`config.mk`:
```
export PLATFORM = sky130hd
export DESIGN_NAME = pif_led_sequencer_flat
export DESIGN_NICKNAME = d
export VERILOG_FILES = /design/src/rtl/pif_led_sequencer_if.sv /design/src/rtl/pif_led_sequencer.sv /design/src/flat_wrapper.sv
export SDC_FILE = /design/constraint.sdc
export NUM_CORES = 1
export LEC_CHECK = 0
export ABC_AREA = 1
export CORE_UTILIZATION = 50
export DETAILED_ROUTE_END_ITERATION = 10
export PLACE_DENSITY = 0.79
export SKIP_CTS_REPAIR_TIMING = 1
export SYNTH_ARGS = -nofsm -noshare
export SYNTH_HDL_FRONTEND = slang
export SYNTH_SLANG_ARGS = --single-unit
export TNS_END_PERCENT = 5
```
`constraint.sdc`:
```
create_clock -name xclk -period 2.6 [get_ports xclk]
set_input_delay 0.52 -clock xclk [delete_from_list [all_inputs] [get_ports xclk]]
set_output_delay 0.52 -clock xclk [all_outputs]
set_load 0.005 [all_outputs]
```
`src/rtl/pif_led_sequencer_if.sv`:
```
// Control-path bundle between pifctl and the LED sequencer: write strobe,
// shared read/write address, write data and the registered readback.
interface pif_led_sequencer_if #(
  parameter int ADDR_W = 4
);
  // ctl_wr is a single-cycle strobe with no backpressure: the sequencer accepts
  // every write in the cycle it is presented. ctl_addr is also sampled on every
  // cycle, and rd_data returns that register's value one cycle later.
  logic              ctl_wr;
  logic [ADDR_W-1:0] ctl_addr;
  logic [7:0]        ctl_data;
  logic [7:0]        rd_data;

  modport master (output ctl_wr, output ctl_addr, output ctl_data, input rd_data);
  modport slave  (input ctl_wr, input ctl_addr, input ctl_data, output rd_data);
endinterface

```
`src/rtl/pif_led_sequencer.sv`:
```
// Multi-channel LED sequencer: per-channel off/steady/blink/inverted-blink/breathe with PWM duty.
// Define PIF_LED_BREATHE_EN to build the shared breathe ramp; without it MODE 4 drives 0.
module pif_led_sequencer #(
  parameter int NUM_LEDS    = 2,
  parameter int PRESCALE    = 12000,
  parameter int BLINK_TICKS = 8,
  parameter int PWM_BITS    = 8,
  parameter int ADDR_W      = 4
) (
  input  logic                xclk,
  input  logic                sys_rst,
  pif_led_sequencer_if.slave  ctl,
  output logic                tick,
  output logic [NUM_LEDS-1:0] led
);

  localparam int PRE_W = $clog2(PRESCALE);
  localparam int BLK_W = (BLINK_TICKS > 1) ? $clog2(BLINK_TICKS) : 1;
  localparam logic [PRE_W-1:0]    PRE_LAST  = PRE_W'(PRESCALE - 1);
  localparam logic [BLK_W-1:0]    BLK_LAST  = BLK_W'(BLINK_TICKS - 1);
  localparam logic [PWM_BITS-1:0] PWM_MAX   = '1;
  localparam logic [ADDR_W-1:0]   CTRL_ADDR = ADDR_W'(2 * NUM_LEDS);

  // Mode 0 and 5..7 fall through to the "off" default of the channel decode.
  localparam logic [2:0] MODE_ON        = 3'd1;
  localparam logic [2:0] MODE_BLINK     = 3'd2;
  localparam logic [2:0] MODE_BLINK_INV = 3'd3;

  logic [PRE_W-1:0]    presc_q, presc_d;
  logic [BLK_W-1:0]    blink_q, blink_d;
  logic                phase_q, phase_d;
  logic [PWM_BITS-1:0] pwm_q, pwm_d;
  logic [2:0]          mode_q   [NUM_LEDS];
  logic [PWM_BITS-1:0] duty_q   [NUM_LEDS];
  logic [2:0]          mode_eff [NUM_LEDS];
  logic [PWM_BITS-1:0] duty_eff [NUM_LEDS];
  logic [NUM_LEDS-1:0] mode_wr, duty_wr;
  logic [NUM_LEDS-1:0] led_d;
  logic [7:0]          rd_q, rd_d;
  logic                tick_raw, resync;
  logic                phase_eff;
  logic [PWM_BITS-1:0] pwm_eff;

  function automatic logic pwm_out(input logic [PWM_BITS-1:0] d,
                                   input logic [PWM_BITS-1:0] cnt);
    return (d == PWM_MAX) || (cnt < d);
  endfunction

  assign resync   = ctl.ctl_wr && (ctl.ctl_addr == CTRL_ADDR) && ctl.ctl_data[0];
  assign tick_raw = (presc_q == PRE_LAST);
  assign tick     = tick_raw && !resync;
  assign ctl.rd_data = rd_q;

  // Resync zeroes the timebase in the cycle it is written, so the LED value
  // computed on that edge already sees phase 0 and PWM count 0.
  assign phase_eff = resync ? 1'b0 : phase_q;
  assign pwm_eff   = resync ? '0 : pwm_q;

  always_comb begin
    presc_d = tick_raw ? '0 : presc_q + 1'b1;
    blink_d = blink_q;
    phase_d = phase_q;
    pwm_d   = pwm_q + 1'b1;
    if (tick_raw) begin
      if (blink_q == BLK_LAST) begin
        blink_d = '0;
        phase_d = ~phase_q;
      end else begin
        blink_d = blink_q + 1'b1;
      end
    end
    if (resync) begin
      presc_d = '0;
      blink_d = '0;
      phase_d = 1'b0;
      pwm_d   = '0;
    end
  end

`ifdef PIF_LED_BREATHE_EN
  localparam logic [2:0] MODE_BREATHE = 3'd4;

  typedef enum logic {DIR_UP, DIR_DOWN} dir_t;

  dir_t                dir_q, dir_d;
  logic [PWM_BITS-1:0] ramp_q, ramp_d, ramp_eff;

  assign ramp_eff = resync ? '0 : ramp_q;

  // Triangle ramp that bounces off both ends instead of wrapping.
  always_comb begin
    dir_d  = dir_q;
    ramp_d = ramp_q;
    if (tick_raw) begin
      case (dir_q)
        DIR_UP: begin
          if (ramp_q == PWM_MAX) begin
            dir_d  = DIR_DOWN;
            ramp_d = ramp_q - 1'b1;
          end else begin
            ramp_d = ramp_q + 1'b1;
          end
        end
        default: begin
          if (ramp_q == '0) begin
            dir_d  = DIR_UP;
            ramp_d = ramp_q + 1'b1;
          end else begin
            ramp_d = ramp_q - 1'b1;
          end
        end
      endcase
    end
    if (resync) begin
      dir_d  = DIR_UP;
      ramp_d = '0;
    end
  end

  always_ff @(posedge xclk or posedge sys_rst) begin
    if (sys_rst) begin
      dir_q  <= DIR_UP;
      ramp_q <= '0;
    end else begin
      dir_q  <= dir_d;
      ramp_q <= ramp_d;
    end
  end
`endif

  // Writes are forwarded into the LED decode so led follows one cycle after ctl_wr.
  always_comb begin
    for (int k = 0; k < NUM_LEDS; k++) begin
      mode_wr[k]  = ctl.ctl_wr && (ctl.ctl_addr == ADDR_W'(2 * k));
      duty_wr[k]  = ctl.ctl_wr && (ctl.ctl_addr == ADDR_W'(2 * k + 1));
      mode_eff[k] = mode_wr[k] ? ctl.ctl_data[2:0] : mode_q[k];
      duty_eff[k] = duty_wr[k] ? ctl.ctl_data[PWM_BITS-1:0] : duty_q[k];
    end
  end

  always_comb begin
    led_d = '0;
    for (int k = 0; k < NUM_LEDS; k++) begin
      case (mode_eff[k])
        MODE_ON:        led_d[k] = pwm_out(duty_eff[k], pwm_eff);
        MODE_BLINK:     led_d[k] = phase_eff & pwm_out(duty_eff[k], pwm_eff);
        MODE_BLINK_INV: led_d[k] = ~phase_eff & pwm_out(duty_eff[k], pwm_eff);
`ifdef PIF_LED_BREATHE_EN
        MODE_BREATHE:   led_d[k] = pwm_out(ramp_eff, pwm_eff);
`endif
        default:        led_d[k] = 1'b0;
      endcase
    end
  end

  // Readback uses the pre-write register contents.
  always_comb begin
    rd_d = '0;
    for (int k = 0; k < NUM_LEDS; k++) begin
      if (ctl.ctl_addr == ADDR_W'(2 * k))     rd_d = {5'b0, mode_q[k]};
      if (ctl.ctl_addr == ADDR_W'(2 * k + 1)) rd_d = 8'(duty_q[k]);
    end
  end

  always_ff @(posedge xclk or posedge sys_rst) begin
    if (sys_rst) begin
      presc_q <= '0;
      blink_q <= '0;
      phase_q <= 1'b0;
      pwm_q   <= '0;
      led     <= '0;
      rd_q    <= '0;
      for (int k = 0; k < NUM_LEDS; k++) begin
        mode_q[k] <= '0;
        duty_q[k] <= '1;
      end
    end else begin
      presc_q <= presc_d;
      blink_q <= blink_d;
      phase_q <= phase_d;
      pwm_q   <= pwm_d;
      led     <= led_d;
      rd_q    <= rd_d;
      for (int k = 0; k < NUM_LEDS; k++) begin
        if (mode_wr[k]) mode_q[k] <= ctl.ctl_data[2:0];
        if (duty_wr[k]) duty_q[k] <= ctl.ctl_data[PWM_BITS-1:0];
      end
    end
  end

endmodule

```
`src/flat_wrapper.sv`:
```
// flat-port wrapper written by rule: the top's interface ports become plain ports
module pif_led_sequencer_flat 
#(
  parameter int NUM_LEDS    = 2,
  parameter int PRESCALE    = 12000,
  parameter int BLINK_TICKS = 8,
  parameter int PWM_BITS    = 8,
  parameter int ADDR_W      = 4
)
  (xclk, sys_rst, tick, led, ctl_ctl_wr, ctl_ctl_addr, ctl_ctl_data, ctl_rd_data);
  pif_led_sequencer_if #(.ADDR_W(ADDR_W)) ctl_i ();
  input  logic xclk;
  input  logic sys_rst;
  output logic tick;
  output logic [NUM_LEDS-1:0] led;
  input wire logic [$bits(ctl_i.ctl_wr)-1:0] ctl_ctl_wr;
  input wire logic [$bits(ctl_i.ctl_addr)-1:0] ctl_ctl_addr;
  input wire logic [$bits(ctl_i.ctl_data)-1:0] ctl_ctl_data;
  output wire logic [$bits(ctl_i.rd_data)-1:0] ctl_rd_data;
  assign ctl_i.ctl_wr = ctl_ctl_wr;
  assign ctl_i.ctl_addr = ctl_ctl_addr;
  assign ctl_i.ctl_data = ctl_ctl_data;
  assign ctl_rd_data = ctl_i.rd_data;
  pif_led_sequencer #(.NUM_LEDS(NUM_LEDS), .PRESCALE(PRESCALE), .BLINK_TICKS(BLINK_TICKS), .PWM_BITS(PWM_BITS), .ADDR_W(ADDR_W)) u_core (.xclk(xclk), .sys_rst(sys_rst), .ctl(ctl_i), .tick(tick), .led(led));
endmodule
```
## Word level (Yosys, flattened, before mapping)

Cells that the tools add are included.

- Register bits after elaboration: 58
- Bits of input ports: 15
- Output and inout port bits: 11
- Logic and storage cells: 70

- $add $sub $neg: 3
- Magnitude comparators: 2
- Equal/unequal tests: 14
- Muxes and demuxes: 21
- Bitwise logic cells: 6
- Reduce and logical (&&, ||, !) cells: 14

Operators by type and width:

| operator | count |
|---|---|
| two-way mux 8 bit | 7 |
| two-way mux 14 bit | 2 |
| two-way mux 3 bit | 6 |
| == test 8 bit, second input constant | 2 |
| < comparator 8 bit | 2 |
| adder 14 x 1 -> 14 bit, second input constant | 1 |
| == test 14 bit, second input constant | 1 |
| == test 3 x 2 -> 1 bit, second input constant | 4 |
| adder 8 x 1 -> 8 bit, second input constant | 1 |
| == test 4 x 2 -> 1 bit, second input constant | 2 |
| logical AND 1 bit | 7 |
| == test 3 x 1 -> 1 bit, second input constant | 2 |
| case mux 1 bit (3 select lines) | 2 |
| bitwise AND 1 bit | 4 |
| == test 4 x 1 -> 1 bit, second input constant | 1 |
| == test 4 x 3 -> 1 bit, second input constant | 1 |
| logical NOT 4 bit | 1 |
| two-way mux 1 bit | 4 |
| nonzero test 2 bit | 2 |
| adder 3 x 1 -> 3 bit, second input constant | 1 |
| == test 3 bit, second input constant | 1 |
| logical OR 1 bit | 2 |
| NOT 1 bit | 2 |
| AND reduction 2 bit | 1 |
| logical NOT 1 bit | 1 |

## Longest topological paths before layout

Gate-level depths: netlist (run 1).

- Word-level depth: 8
- Gate-level depth with buffers: 15
- Mapped depth without buffers: 15

## Worst setup path before layout (run 1)

OpenSTA, ideal clock, no wires.

- Path type: input -> register
- Start point: in ctl_ctl_addr[1]
- End point: reg u_core.led[0]
- Setup time: 0.077 ns
- Arrival: 1.931 ns
- Required time: 2.523 ns
- Setup slack: 0.592 ns
- Stages on the path: 11
- Path buffers: 1
- Path through: nor2_1 > nand3_2 > clkbuf_1 > nand2_1 > inv_1 > ha_1 > a21oi_1 > nor2_1 > a211oi_1 > nand2_1 > a21oi_1

- Word-level cells in the longest chain between the ends: 8
- Elaborated cells on any way between the ends: 21
- Classes of those cells: order compare (1); eq/ne (6); mux (5); bitwise (3); reduce/logical (6)

Ends and longest elaborated chain:

| element | RTL line | RTL |
|---|---|---|
| from (decl) | flat_wrapper.sv:17 | `input wire logic [$bits(ctl_i.ctl_addr)-1:0] ctl_ctl_addr;` |
| == test 4 x 3 -> 1 bit | pif_led_sequencer.sv:49 | `assign resync = ctl.ctl_wr && (ctl.ctl_addr == CTRL_ADDR) && ctl.ctl_data[0];` |
| logical AND 1 bit (2 in series) | pif_led_sequencer.sv:49 |  |
| two-way mux 8 bit | pif_led_sequencer.sv:57 | `assign pwm_eff = resync ? '0 : pwm_q;` |
| < comparator 8 bit | pif_led_sequencer.sv:46 | `return (d == PWM_MAX) \|\| (cnt < d);` |
| logical OR 1 bit | pif_led_sequencer.sv:46 |  |
| bitwise AND 1 bit, on equally long branches | pif_led_sequencer.sv:147, pif_led_sequencer.sv:146 |  |
| case mux 1 bit (3 select lines) * | pif_led_sequencer.sv:144 | `case (mode_eff[k])` |
| via u_core.led_d[0] | pif_led_sequencer.sv:38 | `logic [NUM_LEDS-1:0] led_d;` |
| to (signal assigned) | pif_led_sequencer.sv:182 | `led <= led_d;` |
| to (decl) | pif_led_sequencer.sv:14 | `output logic [NUM_LEDS-1:0] led` |

The timed path passes the listed nets; every way through them passes the cells marked *.
A chain may end at the register's enable or synchronous reset.

==> summary.md, run 1 <==
| Metric | Value |
|---|---|
| Std-Cell Core Area | between 5000 and 6000 µm² |
| Number of antenna violations at the first check in global routing | 0 |
| Area of the die | between 6000 and 7000 µm² |
| Kind of critical path | input pin to flip-flop |
| Share of the clock period used by the worst path | about nine tenths |
| DRC violation count after routing | 0 |
| Cell at the root of the clock tree | clkbuf_8 |
| Data required, critical path | between 2 and 3 ns |
| Clock tree buffer depth | 2 |
| Total global routing track utilization | a little under a quarter |
| Most used cell along the critical path | a21oi_1 |
| Static power due to leakage | around 2 nW |
| Fmax | roughly 430 MHz |
| Peak fanout along the critical path | 10 |
| Uppermost metal layer occupied by signal nets | met4 |
| Global-route wire length before repair | between 10,000 and 15,000 µm |
| Effective utilization at floorplan | 52.4% |
| Vias in the first global route | between 2k and 3k |
| Cell area after synthesis | roughly 3100 µm² |
| Max H-tree Level | 3 |
| Filler cells | 479 |
| Biggest area contributors in the synthesized netlist | dfrtp_1, dfstp_2, nand2_1 |
| Total clock buffers created by CTS | 9 |
| Commonest cells after routing, fill and taps aside | nand2_1, inv_1, dfrtp_1, nor2_1, nand3_1 |
| Proportion of synthesized flip-flops having asynchronous set or reset | 100% |
| Routed length on met3 | 340 µm |
| Die Y | 81.2 µm |
| Mean area per synthesized cell | just under 8 µm² |
| Worst Skew | around 0.008 ns |
| Sum of overflow across all layers after global routing | 0 |
| TritonCTS clock tree | built |
| Maximum number of pins on one net before global-route repair | 36 |
| Post-synthesis compound-gate area fraction | 10.9% |
| Syn Nets | approximately 430 |
| Time the final worst path needs with I/O delays and setup | roughly 2.3 ns |
| Routed length on met1 | between 2000 and 3000 µm |
| Post-route setup slack | around 0.3 ns |
| Sum of net half-perimeters after detailed placement | about 5000 µm |
| Critical-path cell list | clkdlybuf4s50_1 -> inv_2 -> nor2_2 -> nand3_2 -> clkinv_2 -> o21a_1 -> inv_1 -> ha_1 -> a21oi_1 -> nor2_1 -> a211oi_1 -> nand2_1 -> a21oi_1 |
| Max-slew headroom at the worst pin | approximately two thirds |
| Fraction of layout instances using a drive strength above 1 | 15.7% |
| Simple-gate share of the synthesized area | a little over a quarter |
| Number of rows in the core area | 28 |
| Power density cells | between 800 and 900 nW/µm² |
| Number of max-cap violations | 0 |
| Buffers & Inverters on Critical Path | 4 |
| Highest cell delay on the worst timing path | 0.56 ns |
| Outcome | completed |
| Nature of the critical path endpoint | flip-flop |
| Number of hold-slack violations in the final timing report | 0 |
| Total via count after detailed routing | approximately 2.8k |
| Routability-driven placement congestion ratio | roughly 0.90 |
| Slowest CP cell | clkdlybuf4s50_1 |
| Share of synthesized area spent on multiplexers | 0% |
| Number of unique standard cell types used by synthesis | 36 |
| Main combinational cell family by area after synthesis | simple AND/OR/NAND/NOR gates |
| Commonest non-fill, non-tap cell in the layout | nand2_1 |
| RR Endpoint | u_core.blink_q[2]$_DFFE_PP0P_ |
| Post-synthesis sequential element count | 58 |
| Die X | a little over 80 µm |
| I/O Pins | 26 |
| Routed Antenna Nets | 0 |
| Met2 Wirelength | 3210 µm |
| Clock-pin transition on the worst setup and hold timing paths | roughly 0.070 ns |
| Number of standard cells after synthesis | 397 |
| Post-Layout Cell Count | about 530 |
| Crit path DAT | between 2 and 3 ns |
| Xor-xnor portion of the synthesized cell area | 0% |
| First-pass detailed-route iteration total | 5 |
| Startpoint type of the worst setup path | input pin |
| Total power | 3.18 mW |
| Kind of cell adding the most delay to the critical path | buffers and inverters |
| Setup repair after global routing missed its margin | no |
| Vias per std cell | ~5.3 |
| Post-synthesis sequential area ratio | ~47% |
| Synthesized-area fraction occupied by adder cells | ~5.6% |
| # diodes | 0 |
| Total number of yosys warnings | 0 |
| Number of nets in the layout | 475 |
| Worst VDD drop | approximately 640 µV |
| Reg2reg path depth | 10 |
| Total of endpoints with negative setup slack in the final report | 0 |
| Number of synthesized flops with an enable pin | 0 |
| Area growth from synthesis to layout | 22.1% |
| Top flip-flop cell by instance count after synthesis | dfrtp_1 |
| Min-Delay Startpoint | u_core.pwm_q[7]$_DFF_PP0_ |
| Detailed-route wire length per cell | between 10 and 15 µm |
| Number of instances in the placed design | 508 |
| Min-delay worst type | flip-flop to flip-flop |
| Number of slew-limit violations in the final report | 0 |
| Worst Hold End | u_core.pwm_q[7]$_DFF_PP0_ |
| Iteration-0 DRC Markers | 147 |
| Transition at the pin with the smallest max-transition slack | 0.510 ns |
| Minimum setup slack after placement | -0.0420 ns |
| Clock sinks | 58 |
| Worst r2r src | u_core.presc_q[0]$_DFF_PP0_ |
| Worst-skew pair later-pin latency | approximately 0.34 ns |
| Cell accounting for the most synthesized area | dfrtp_1 |
| Port Buf Inserts | 25 |
| Flop2flop setup slack | between 0.7 and 0.8 ns |
| Cell count of the worst hold path | 1 |
| WL final | 6600 µm |
| Share of the synthesized area in the top cell type | 33.5% |
-- state kept, by name, indices dropped and copies added, names as in the netlist --
name and cells:
u_core.mode_q 6, u_core.ctl.rd_data 8, u_core.duty_q 16, u_core.phase_q 1, u_core.blink_q 3, u_core.led 2, u_core.pwm_q 8, u_core.presc_q 14
-- per-stage QoR --
step / hold WS (ns) / util [%] / instance area [µm²] / TNS, ns
floorplan: 0.428 / - / 3140 / 0
global route: 0.500 / 63.9 / 3830 / 0
detailed placement: 0.452 / 59.9 / 3590 / -0.0420
finish: 0.463 / 63.9 / 3830 / 0
CTS: 0.462 / 63.5 / 3810 / -0.145
global placement: 0.443 / 59.9 / 3590 / 0
-- synth_stat cells, types with 2 or more instances --
master	number
nand2_1	100
inv_1	65
dfrtp_1	42
nor2_1	30
nand3_1	27
a21oi_1	18
o21ai_0	18
dfstp_2	16
ha_1	14
nand4_1	10
nor3_1	7
o21a_1	5
a211oi_1	3
a22o_1	3
inv_2	3
nand3_2	3
o2111ai_1	3
o21ai_1	3
and3_1	2
buf_2	2
buf_4	2
clkinv_1	2
nand2_2	2
nand3b_1	2
nor2_2	2
o21ai_2	2
or2_2	2
-- logic make-up (layout without fill, tap and decap cells) --
family                   Yosys count  in the layout
AND/OR/NAND/NOR                  191            191
AO/OA/AOI/OAI                     57             57
flip-flops                        58             58
buffers and inverters             77            131
adder cells (fa/ha/maj)           14             14
-- worst max-delay path by stage --
stage / depth (start not counted) / start / to
3_3_place_gp: 13 / ctl_ctl_addr[0] / u_core.led[1]$_DFF_PP0_
4_1_cts: 8 / u_core.presc_q[0]$_DFF_PP0_ / tick
6_report: 13 / ctl_ctl_addr[0] / u_core.led[0]$_DFF_PP0_
3_5_place_dp: 13 / ctl_ctl_addr[0] / u_core.led[0]$_DFF_PP0_
2_1_floorplan: 11 / ctl_ctl_addr[1] / u_core.led[0]$_DFF_PP0_
5_1_grt: 13 / ctl_ctl_addr[0] / u_core.led[0]$_DFF_PP0_
-- layer usage --
metal / GRT usage, % / vias to the layer above
li1: - / 1377
met1: 26.5 / 1288
met2: 40.6 / 84
met3: 6.52 / 20
met4: 11.4 / 0
met5: 0 / -
-- layout make-up --
| type | instances | area (µm²) | area share [%] |
|---|---|---|---|
| clock buffers | 9 | 124 | 3.24 |
| clock inverters | 7 | 93.8 | 2.45 |
| multi-input cells | 262 | 1370 | 35.8 |
| flip-flops and latches | 58 | 1470 | 38.4 |
| well taps | 75 | 93.8 | 2.45 |
| repair buffers | 44 | 408 | 10.7 |
| inverters | 71 | 268 | 6.99 |
-- where the power goes --
| part | switching (mW) | total [mW] | internal, mW |
|---|---|---|---|
| Combinational | 0.557 | 0.962 | 0.405 |
| Sequential | 0.150 | 1.30 | 1.15 |
| Clock | 0.387 | 0.924 | 0.537 |
Power figures use the tool's default switching activity.
==> run 2: changes to the inputs <==
- CELL_PAD_IN_SITES_DETAIL_PLACEMENT: unset -> 1
- CELL_PAD_IN_SITES_GLOBAL_PLACEMENT: unset -> 1
- CORE_UTILIZATION: 50 -> 46
- CTS_CLUSTER_DIAMETER: unset -> 150
- PLACE_DENSITY: 0.79 -> 0.93
- RECOVER_POWER: unset -> 25
==> run 2 against run 1 <==
The run now ends with DRC left. Clock skew grew 0.00060 ns. Cell area about the same. Hold slack better by 0.0077 ns. Combinational power up 14%. Clock power decreased by 9.8%. Critical path type is now flip-flop to primary output. Critical endpoint is now tick.
==> summary.md, run 2 (synthesized netlist as in run 1, its figures left out) <==
| Metric | Value |
|---|---|
| Global-route wire length before repair | 15,500 µm |
| Sum of net half-perimeters after detailed placement | 6330 µm |
| Clock sinks | between 50 and 60 |
| Vias in the first global route | between 3k and 4k |
| Max H-tree Level | 3 |
| Die X | between 80 and 90 µm |
| Maximum number of pins on one net before global-route repair | 35 |
| Failing checks | DRC |
| Die Y | 84.6 µm |
| Post-layout utilization of the core | a little under 60% |
| Sum of overflow across all layers after global routing | 0 |
| Fraction of layout instances using a drive strength above 1 | 16.1% |
| Number of rows in the core area | 29 |
| Share of the clock period used by the worst path | between 90 and 100% |
| Iteration-0 DRC Markers | roughly 170 |
| Time the final worst path needs with I/O delays and setup | ~2.4 ns |
| Area growth from synthesis to layout | 22.2% |
| Startpoint type of the worst setup path | flip-flop |
| Kind of critical path | flip-flop to primary output |
| Number of max-cap violations | 0 |
| Total global routing track utilization | between 20% and 30% |
| Detailed-route wire length per cell | between 15 and 20 µm |
| Slowest CP cell | dfrtp_1 |
| Worst VDD drop | between 400 and 500 µV |
| Outcome | finished with violations |
| Power density cells | 847 nW/µm² |
| Total via count after detailed routing | 2,915 |
| Effective utilization at floorplan | roughly half |
| Critical-path cell list | ha_2 -> nand2_1 -> nor2_4 -> nand2_1 -> inv_1 -> nand4_1 -> nor2_4 -> dlymetal6s2s_1 |
| Highest cell delay on the worst timing path | between 0.3 and 0.4 ns |
| Std-Cell Core Area | 6460 µm² |
| Commonest cells after routing, fill and taps aside | nand2_1, inv_1, dfrtp_1, nor2_1, nand3_1 |
| Setup repair after global routing missed its margin | no |
| Number of slew-limit violations in the final report | 0 |
| WL final | about 9000 µm |
| Routed Antenna Nets | 0 |
| Min-delay worst type | flip-flop to flip-flop |
| Static power due to leakage | about 2 nW |
| Area occupied by multi-input gates | between 1000 and 1500 µm² |
| Most flop-heavy register | u_core.duty_q |
| Number of antenna violations at the first check in global routing | 0 |
| Max-slew headroom at the worst pin | a little under a third |
| Total clock buffers created by CTS | 9 |
| Total power | 3.24 mW |
| Largest register FFs | 16 |
| First-pass detailed-route iteration total | 9 |
| Fmax | between 400 and 500 MHz |
| Worst-skew pair later-pin latency | around 0.36 ns |
| Data required, critical path | approximately 2.1 ns |
| Routability-driven placement congestion ratio | 0.808 |
| # diodes | 0 |
| Kind of cell adding the most delay to the critical path | simple AND/OR/NAND/NOR gates |
| Buffers & Inverters on Critical Path | 2 |
| Transition at the pin with the smallest max-transition slack | 1.04 ns |
| Worst Skew | 0.00875 ns |
| Number of hold-slack violations in the final timing report | 0 |
| I/O Pins | 26 |
| Vias per std cell | between 5 and 6 |
| Clock tree buffer depth | 2 |
| TritonCTS clock tree | built |
| Area occupied by registers | between 1000 and 1500 µm² |
| Nature of the critical path endpoint | primary output |
| Peak fanout along the critical path | 3 |
| Crit path DAT | about 1.9 ns |
| Cell at the root of the clock tree | clkbuf_8 |
| Number of nets in the layout | roughly 480 |
| Total of endpoints with negative setup slack in the final report | 0 |
| Fin Setup TNS | 0 ns |
| DRC violation count after routing | 4 |
| Clock-pin transition on the worst setup and hold timing paths | about 0.070 ns |
| Top Registers | u_core.duty_q: 16 flops, u_core.presc_q: 14 flops |
| Commonest non-fill, non-tap cell in the layout | nand2_1 |
| Port Buf Inserts | 25 |
| Filler cells | around 800 |
| Area of the die | roughly 7200 µm² |
## run 2: cell count changes in the layout (fill, tap and decap cells not counted), sizes merged
cell,change
dlygate4sd3,+1
clkinvlp,-2
clkinv,+2
clkbuf,+1
clkdlybuf4s50,-1
bufinv,-1
buf,+2
## run 2: where the power goes
part | switching [mW] | internal, mW
registers | 0.164 | 1.15
clock network | 0.396 | 0.437
logic | 0.674 | 0.424
## run 2: worst reg2reg max path, stage by stage, from the launching register on
cell and delay [ns]:
dfrtp_1 0.38, ha_2 0.21, nand2_1 0.11, nor2_4 0.11, nand2_1 0.09, inv_1 0.09
nand4_1 0.20, buf_4 0.22, nand2_2 0.16, inv_1 0.20, a22o_1 0.23
## run 2: layout make-up
cell class | count | area share, %
Inverter | 71 | 6.99
Sequential cell | 58 | 38.4
Clock inverter | 6 | 1.53
Clock buffer | 10 | 3.33
Multi-Input combinational cell | 262 | 36.2
Tap cell | 77 | 2.51
Timing Repair Buffer | 46 | 11.0
## run 2: final timing paths
path,cells after the start,slack (ns),end,from
setup / recovery,8,0.19,tick,u_core.presc_q[0]$_DFF_PP0_
hold / removal,1,0.47,u_core.pwm_q[7]$_DFF_PP0_,u_core.pwm_q[7]$_DFF_PP0_
setup reg to reg,10,0.49,u_core.blink_q[0]$_DFFE_PP0P_,u_core.presc_q[0]$_DFF_PP0_
hold reg to reg,1,0.47,u_core.pwm_q[7]$_DFF_PP0_,u_core.pwm_q[7]$_DFF_PP0_
max in group asynchronous,3,0.95,u_core.duty_q[13]$_DFF_PP1_,sys_rst
min in group asynchronous,2,0.85,u_core.ctl.rd_data[5]$_DFF_PP0_,sys_rst
## run 2: metrics by stage
stage | instance area [µm²] | hold WS (ns) | std cells | worst slack [ns]
final | 3830 | 0.471 | 530 | 0.187
after global routing | 3830 | 0.502 | 530 | 0.0568
after CTS | 3790 | 0.468 | 528 | -0.362
after detailed placement | 3610 | 0.459 | 512 | -0.141
after global placement | 3610 | 0.445 | 512 | -0.00175
after floorplan | 3140 | 0.428 | 397 | 0.592
## run 2: per-layer routing
| metal | vias up | GRT usage, % | wire [µm] |
|---|---|---|---|
| li1 | 1381 | - | - |
| met1 | 1426 | 30.5 | 3720 |
| met2 | 69 | 50.7 | 4750 |
| met3 | 39 | 5.41 | 286 |
| met4 | 0 | 19.6 | 393 |
| met5 | - | 0 | 0 |
